[config.mk]
export PLATFORM = sky130hd
export DESIGN_NAME = fiber_dram_responder
export DESIGN_NICKNAME = d
export VERILOG_FILES = /design/src/rtl/fiber_dram_responder.sv
export SDC_FILE = /design/constraint.sdc
export NUM_CORES = 2
export LEC_CHECK = 0
export ABC_CLOCK_PERIOD_IN_PS = 3350
export CAP_MARGIN = 5
export CORE_ASPECT_RATIO = 1.75
export CORE_MARGIN = 2
export CORE_UTILIZATION = 60
export CTS_BUF_LIST = sky130_fd_sc_hd__clkbuf_8
export DETAILED_ROUTE_END_ITERATION = 12
export PLACE_DENSITY = 0.76
export RECOVER_POWER = 25
export SYNTH_ARGS = -nofsm -noshare
export SYNTH_HDL_FRONTEND = slang
export SYNTH_MEMORY_MAX_BITS = 65536
export SYNTH_SLANG_ARGS = --single-unit
[constraint.sdc]
create_clock -name i_clk -period 3.35 [get_ports i_clk]
set_clock_uncertainty 0.2 [all_clocks]
set_input_delay 0.335 -clock i_clk [delete_from_list [all_inputs] [get_ports i_clk]]
set_output_delay 0.335 -clock i_clk [all_outputs]
set_load 0.1 [all_outputs]
[src/rtl/fiber_dram_responder.sv]
// DRAM-side endpoint for a fiber bank: fixed-latency in-order line-fill reads from a
// small backing store, plus single-cycle writebacks with per-word valid tracking.
module fiber_dram_responder #(
  parameter int unsigned           DATA_WIDTH   = 16,
  parameter int unsigned           ADDR_WIDTH   = 64,
  parameter int unsigned           MEM_WORDS    = 256,
  parameter int unsigned           READ_LATENCY = 4,
  parameter int unsigned           QUEUE_DEPTH  = 4,
  parameter logic [DATA_WIDTH-1:0] FILL_PATTERN = '0
) (
  input  logic                  i_clk,
  input  logic                  i_nreset,
  input  logic [ADDR_WIDTH-1:0] i_rd_addr,
  input  logic                  i_rd_valid,
  output logic                  o_rd_ready,
  output logic [DATA_WIDTH-1:0] o_dram_data,
  output logic                  o_dram_data_valid,
  input  logic                  i_dram_data_ready,
  input  logic [ADDR_WIDTH-1:0] i_wr_addr,
  input  logic [DATA_WIDTH-1:0] i_wr_data,
  input  logic                  i_wr_valid,
  output logic                  o_wr_ready,
  output logic                  o_busy
);

  localparam int unsigned IdxW = $clog2(MEM_WORDS);
  localparam int unsigned PtrW = (QUEUE_DEPTH > 1) ? $clog2(QUEUE_DEPTH) : 1;
  localparam int unsigned CntW = $clog2(QUEUE_DEPTH + 1);
  localparam int unsigned LatW = $clog2(READ_LATENCY);
  // One cycle goes to the IDLE pop and one to the final sample, hence the -2.
  localparam logic [LatW-1:0] LatLoad = LatW'(READ_LATENCY - 2);

  typedef enum logic [1:0] {StIdle, StWait, StResp} state_e;

  state_e                state_q, state_d;
  logic [LatW-1:0]       lat_q, lat_d;
  logic [IdxW-1:0]       cur_idx_q, cur_idx_d;
  logic [DATA_WIDTH-1:0] data_q, data_d;
  logic                  rd_ready_q, rd_ready_d;
  logic                  wr_ready_q;
  logic [PtrW-1:0]       wptr_q, wptr_d, rptr_q, rptr_d;
  logic [CntW-1:0]       count_q, count_d;
  logic [MEM_WORDS-1:0]  written_q, written_d;
  logic [IdxW-1:0]       fifo_mem [QUEUE_DEPTH];
  logic [DATA_WIDTH-1:0] store [MEM_WORDS];

  logic            push, pop, wr_fire;
  logic [IdxW-1:0] rd_idx, wr_idx;
  logic            unused_addr;

  assign rd_idx      = i_rd_addr[IdxW-1:0];
  assign wr_idx      = i_wr_addr[IdxW-1:0];
  assign unused_addr = ^{i_rd_addr[ADDR_WIDTH-1:IdxW], i_wr_addr[ADDR_WIDTH-1:IdxW]};

  assign push    = i_rd_valid & rd_ready_q;
  assign pop     = (state_q == StIdle) & (count_q != '0);
  assign wr_fire = i_wr_valid & wr_ready_q;

  always_comb begin
    wptr_d     = wptr_q;
    rptr_d     = rptr_q;
    count_d    = count_q + CntW'(push) - CntW'(pop);
    written_d  = written_q;
    if (push) wptr_d = (wptr_q == PtrW'(QUEUE_DEPTH - 1)) ? '0 : wptr_q + 1'b1;
    if (pop)  rptr_d = (rptr_q == PtrW'(QUEUE_DEPTH - 1)) ? '0 : rptr_q + 1'b1;
    if (wr_fire) written_d[wr_idx] = 1'b1;
    rd_ready_d = (count_d != CntW'(QUEUE_DEPTH));
  end

  always_comb begin
    state_d   = state_q;
    lat_d     = lat_q;
    cur_idx_d = cur_idx_q;
    data_d    = data_q;
    case (state_q)
      StIdle: begin
        if (count_q != '0) begin
          cur_idx_d = fifo_mem[rptr_q];
          lat_d     = LatLoad;
          state_d   = StWait;
        end
      end
      StWait: begin
        if (lat_q == '0) begin
          // A same-cycle writeback to this word wins over the stored copy.
          if (wr_fire && (wr_idx == cur_idx_q)) begin
            data_d = i_wr_data;
          end else if (written_q[cur_idx_q]) begin
            data_d = store[cur_idx_q];
          end else begin
            data_d = FILL_PATTERN;
          end
          state_d = StResp;
        end else begin
          lat_d = lat_q - 1'b1;
        end
      end
      StResp: begin
        if (i_dram_data_ready) state_d = StIdle;
      end
      default: state_d = StIdle;
    endcase
  end

  always_ff @(posedge i_clk or negedge i_nreset) begin
    if (!i_nreset) begin
      state_q    <= StIdle;
      lat_q      <= '0;
      cur_idx_q  <= '0;
      data_q     <= '0;
      rd_ready_q <= 1'b0;
      wr_ready_q <= 1'b0;
      wptr_q     <= '0;
      rptr_q     <= '0;
      count_q    <= '0;
      written_q  <= '0;
    end else begin
      state_q    <= state_d;
      lat_q      <= lat_d;
      cur_idx_q  <= cur_idx_d;
      data_q     <= data_d;
      rd_ready_q <= rd_ready_d;
      wr_ready_q <= 1'b1;
      wptr_q     <= wptr_d;
      rptr_q     <= rptr_d;
      count_q    <= count_d;
      written_q  <= written_d;
    end
  end

  // Storage is left unreset; written_q masks stale contents.
  always_ff @(posedge i_clk) begin
    if (push) fifo_mem[wptr_q] <= rd_idx;
    if (wr_fire) store[wr_idx] <= i_wr_data;
  end

  assign o_rd_ready        = rd_ready_q;
  assign o_wr_ready        = wr_ready_q;
  assign o_dram_data       = data_q;
  assign o_dram_data_valid = (state_q == StResp);
  assign o_busy            = (count_q != '0) | (state_q != StIdle);

endmodule

## After elaboration in Yosys (flattened, before gate mapping)

Memory sizes are Yosys's and may differ from the RTL's. A register that Yosys moved wholly into a read port is not among the register bits.
Cells that the tools add are included.

| cells by class | value |
|---|---|
| divide/modulo/power cells | 0 |
| equal/unequal tests | 10 |
| $add $sub $neg | 5 |
| shift-type cells | 0 |
| magnitude comparators | 3 |
| muxes and demuxes | 19 |
| $mul | 0 |
| reduce and logical (&&, ||, !) cells | 12 |
| bitwise operators | 5 |

Operators with widths:

| kind | count |
|---|---|
| 256-bit bitwise OR | 1 |
| 16-bit 2-to-1 mux | 2 |
| 8-bit by 9-bit < comparator with 1-bit output, second input constant | 2 |
| 2-bit 2-to-1 mux | 7 |
| 1-bit binary-select mux with 8-bit select | 1 |
| 1-bit demux with 8-bit select | 1 |
| 8-bit equality test | 1 |
| 8-bit by 1-bit greater-or-equal comparator with 1-bit output, second input constant | 1 |
| 2-bit equality test, second input constant | 3 |
| 1-bit 2-to-1 mux | 6 |
| 2-bit one-hot mux with 3 select lines | 1 |
| 3-bit AND reduction | 2 |
| 2-bit by 1-bit adder with 2-bit output, second input constant | 2 |
| 2-bit zero test | 2 |
| 2-bit by 1-bit != test with 1-bit output, second input constant | 2 |
| 2-bit != test, second input constant | 2 |
| 2-bit one-hot mux with 2 select lines | 1 |
| 2-bit AND reduction | 2 |
| 2-bit nonzero test | 2 |
| 3-bit by 1-bit adder with 3-bit output | 1 |
| 1-bit bitwise AND | 3 |
| 3-bit != test, second input constant | 1 |
| 3-bit nonzero test | 1 |
| 3-bit by 1-bit subtractor with 3-bit output | 1 |
| 5 further kinds | 6 |

| storage, ports and cells | value |
|---|---|
| bits in registers | 285 |
| bits in writable memories | 4128 |
| memory bits (read-only) | 0 |
| output and inout bits | 20 |
| bits in latches | 0 |
| input port bits | 149 |
| word-level logic and storage cells | 65 |
| memories kept | 2 |

Memories:

| name | words | width | read ports | clocked after Yosys merged registers in | write ports | RTL line | source |
|---|---|---|---|---|---|---|---|
| store | 256 | 16 | 1 | 0 | 1 | 45 | `logic [DATA_WIDTH-1:0] store [MEM_WORDS];` |
| fifo_mem | 4 | 8 | 1 | 1 | 1 | 44 | `logic [IdxW-1:0] fifo_mem [QUEUE_DEPTH];` |

## Longest topological paths before layout

| depth | value |
|---|---|
| depth after elaboration | 5 |
| depth in mapped cells | 15 |
| depth with buffers taken out | 10 |

## Worst setup path after synthesis

No wires, ideal clock.

| timing | value |
|---|---|
| path kind | flip-flop to flip-flop |
| from | register wr_ready_q, in the netlist o_wr_ready |
| to | memory store[119][0] (enable) |
| period minus slack after synthesis | 3.433 ns |
| required time | 2.761 ns |
| buffers on the path | 3 |
| library setup time | 0.389 ns |
| path slack | -0.083 ns |
| cell stages (with the launch flop) | 7 |
| arrival | 2.844 ns |
| cell sequence | dfrtp_1 and2_1 clkbuf_1 buf_1 nand4_1 clkbuf_1 nor2_1 |

| between the ends | value |
|---|---|
| cells in the longest elaborated chain, start to end | 3 |

RTL lines:

| item | RTL line | source |
|---|---|---|
| start, declared | 40 | `logic wr_ready_q;` |
| start signal, assigned | 112 | `wr_ready_q <= 1'b0;` |
| start signal, assigned | 123 | `wr_ready_q <= 1'b1;` |
| 1-bit bitwise AND | 57 | `assign wr_fire = i_wr_valid & wr_ready_q;` |
| 1-bit 2-to-1 mux | 134 | `if (wr_fire) store[wr_idx] <= i_wr_data;` |
| 1-bit 2-to-1 mux (not written as such) | 134 |  |
| end, declared | 45 |  |

Every way passes these cells.

## Final worst setup path

| timing | value |
|---|---|
| from | register cur_idx_q[1], read port of fifo_mem |
| to | register data_q[6], in the netlist o_dram_data[6] |

| between the ends | value |
|---|---|
| cells in the longest elaborated chain, start to end | 4 |
| elaborated cells on any way between the ends | 7 |
| classes of those cells | eq/ne: 1; mux: 4; reduce/logical: 1; memory: 1 |

RTL lines:

| item | RTL line | source |
|---|---|---|
| start, declared | 37 | `logic [IdxW-1:0] cur_idx_q, cur_idx_d;` |
| 1-bit binary-select mux with 8-bit select | 88 | `end else if (written_q[cur_idx_q]) begin` |
| 1-bit 2-to-1 mux (not written as such) | 88 |  |
| 16-bit 2-to-1 mux | 88 |  |
| 16-bit 2-to-1 mux * | 86 | `if (wr_fire && (wr_idx == cur_idx_q)) begin` |
| end signal, assigned | 121 | `data_q <= data_d;` |
| end, declared | 38 | `logic [DATA_WIDTH-1:0] data_q, data_d;` |

Every way passes the cells marked *; elsewhere a longest branch is shown, timed or not. The select of a mux whose other input is x is not followed.
A chain may end at the register's enable or synchronous reset.

==> impl_metrics.tcl <==
set metrics [dict create \
    status "complete, but fails checks" \
    violations "max-capacitance violations, max-slew violations, negative setup slack" \
    maxCapViolations 18 \
    cts_root_buffer "clkbuf_8" \
    ys_seq_area_share_pct 76.9 \
    die_area_sq_um 289000 \
    power_density_nw_per_um2 808 \
    place_congestion 0.982 \
    io_pins 169 \
    synth_nets 8362 \
    rsz0062_at_grt "true" \
    cts_max_path_buffers 4 \
    synth_enable_flop_cells 4128 \
    drive_above_1_share_pct 35.2 \
    die_x_um 407 \
    io_buffers 56 \
    cts_buffers 598 \
    setup_viol 333 \
    endpoint_kind "register" \
    final_cells 13900 \
    ys.flop_type "edfxtp_1" \
    critical_path.top_delay_family "buffers and inverters" \
    dp_slack_ns -0.898 \
    worstSkewPairLatency_ns 1.08 \
    wl_per_cell_um 37.7 \
    dp.final_hpwl_um 339000 \
    max-slew-margin-rel_pct -134 \
    worstPathArrival_ns 4.44 \
    viasPerCell 6.87 \
    synth_seq_cells 4421 \
    path_buf_inv 5 \
    core-area_sq_um 284000 \
    row_count 259 \
    timing.final.crit_share_pct 108 \
    leakage_nw 68.0 \
    antenna_found_initial 24 \
    dp.cells 12700 \
    worstPathCellList "buf_12 -> inv_6 -> buf_12 -> buf_4 -> mux2i_1 -> nor4_1 -> nor4_2 -> a31oi_2 -> buf_12 -> a221o_1" \
    drv_slew 1478 \
    worst_pin_slew_ns 3.51 \
    crit_slowest_cell "dfrtp_4" \
    netlist_area_sq_um 171000 \
    finalHoldViolCount 0 \
    clkTransAtPathRegs_ns 0.07 \
    syn_inst 8204 \
    grt_usage_pct 36.3 \
    initial_core_util_pct 60.2 \
    cts-htree-levels 6 \
    hp-class "register to register" \
    clock-sinks 4421 \
    fin_util_pct 70.0 \
    vias 95800 \
    fin_crit_ns 3.63 \
    first_pass_iters 8 \
    cts_tree "yes" \
    worstSetupStartpointType "register" \
    grt_pass1_wl_um 726000 \
    path_max_fanout 16 \
    grt_pass1_vias 96100 \
    layout_setup_ws_ns -0.281 \
    cp.required_ns 4.16 \
    antenna_left 0 \
    nets 9820 \
    grt_max_degree 127 \
    drt-initial-drc-count 14400 \
    wl_um 525000 \
    postSynthAreaPerCell_sq_um 20.8 \
    area_delta_synth_final_pct 16.3 \
    die_y_um 710 \
    async_flop_share_pct 6.63 \
    grt_overflow 0 \
    slowest_delay_ns 0.60 \
    fmax_mhz 275 \
    cpMostUsedCell "buf_12" \
    yosysUniqueCellTypes 74 \
    drc 0 \
    yosys_warnings 0 \
    nFillCells 16500 \
    vdd_drop_max_mv 0.678 \
    worst-setup-path-type "register to register" \
]
cell families after synthesis:
family | synth area share (%)
compound gates | 3.16
xor+xnor | 0.0513
fa+ha+maj | 0.0703
buf+inv | 1.76
flops | 76.9
mux | 14.9
other cells | 0.00220
simple gates | 3.17
sequential cells by signal, indices dropped and copies added, names as in the netlist:
name	flops
o_wr_ready	1
rptr_q	2
cur_idx_q	8
count_q	3
written_q	256
wptr_q	2
o_dram_data	16
fifo_mem	32
store	4096
state_q	2
lat_q	2
o_rd_ready	1
power by group:
| part | internal, mW | leakage, nW | total [mW] | switching [mW] |
|---|---|---|---|---|
| sequential | 60.9 | 41.1 | 61.5 | 0.649 |
| clock | 18.8 | 6.37 | 38.9 | 20.1 |
| combinational | 25.6 | 20.6 | 60.1 | 34.5 |
Yosys cell counts (all sizes together) (6+ instances only):
cell / count / area (sq um)
edfxtp: 4128 / 124000
mux4: 938 / 21100
mux2i: 418 / 4180
nor2: 323 / 1210
dfrtp: 293 / 7330
buf: 284 / 2230
or2: 264 / 1650
nand2: 251 / 942
clkbuf: 190 / 713
o22ai: 186 / 1160
o221ai: 156 / 1370
a21oi: 128 / 641
o21ai: 101 / 505
nor3: 75 / 375
nand3: 71 / 355
a22oi: 53 / 398
and3: 33 / 206
a31oi: 27 / 175
nor4: 25 / 156
nand4: 21 / 131
a221o: 17 / 170
a32oi: 17 / 149
nor2b: 17 / 106
inv: 16 / 60.1
mux2: 15 / 169
a311oi: 12 / 105
a211oi: 11 / 82.6
nand2b: 11 / 68.8
a221oi: 10 / 87.6
a2111oi: 9 / 78.8
o31ai: 9 / 67.6
or3: 9 / 56.3
xnor2: 9 / 78.8
ha: 8 / 100
and2: 7 / 43.8
o211ai: 6 / 45.0
layout make-up:
cell class | instances | area [sq um] | area share (%)
sequential | 4421 | 131000 | 66.1
multi-input combinational | 3293 | 38000 | 19.1
clock buffer | 645 | 8880 | 4.47
timing repair buffer | 1332 | 13400 | 6.73
inverter | 16 | 72.6 | 0.0365
antenna | 15 | 37.5 | 0.0189
tap | 3784 | 4730 | 2.38
clock inverter | 438 | 2250 | 1.13
timing repair:
item,4_1_cts,5_1_grt
endpoints found under the setup margin,16,16
resized for setup,251,75
setup buffers,51,6
pin swaps,26,14
hold endpoints to repair,2335,0
gates cloned,18,1
hold buffers,29,0
stage by stage:
| stage | setup TNS (ns) | instance area (sq um) | power, mW | hold WS [ns] |
|---|---|---|---|---|
| finish | -34.74 | 199000 | 160 | 0.261 |
| global route | -36.98 | 199000 | 163 | 0.274 |
| CTS | -2.13 | 199000 | 158 | 0.142 |
| detailed placement | -7.19 | 185000 | 117 | 0.234 |
| global placement | -6.82 | 185000 | 116 | 0.234 |
| floorplan | -96.64 | 171000 | 91.2 | -0.161 |
cells in the final DEF, fill, tap and decap left out, drive strengths merged, types with 17 or more instances in the layout:
cell type and instances:
nor2b 17, nor2 323, o221ai 156, a32oi 17, dlygate4sd3 36, nor3 75
nand2 251, nand3 71, nor4 25, clkbuf 691, dfrtp 293, inv 212
mux2i 418, and3 33, edfxtp 4128, a31oi 27, a22oi 53, buf 1223
clkinvlp 18, or2 264, a21oi 128, mux4 938, clkinv 212, o22ai 186
nand4 21, o21ai 101, a221o 17
final timing paths:
kind / startpoint / to / slack (ns) / depth (start not counted)
max: cur_idx_q[1] / o_dram_data[6] / -0.28 / 10
min: written_q[150] / written_q[150] / 0.26 / 1
max reg2reg: cur_idx_q[1] / o_dram_data[6] / -0.28 / 10
min reg2reg: written_q[150] / written_q[150] / 0.26 / 1
max in group asynchronous: i_nreset / written_q[123] / 0.30 / 4
min in group asynchronous: i_nreset / written_q[7] / 1.10 / 4
routing by layer:
layer / wire, um / global-route usage, % / up-vias / part of all wire, %
li1: - / - / 37000 / -
met5: 64 / 0 / - / 0.012
met4: 54200 / 30.5 / 10 / 10
met1: 161000 / 42.0 / 49500 / 31
met2: 256000 / 58.7 / 7365 / 49
met3: 54400 / 7.39 / 1862 / 10
No activity file was read; power rests on OpenSTA's default activity.
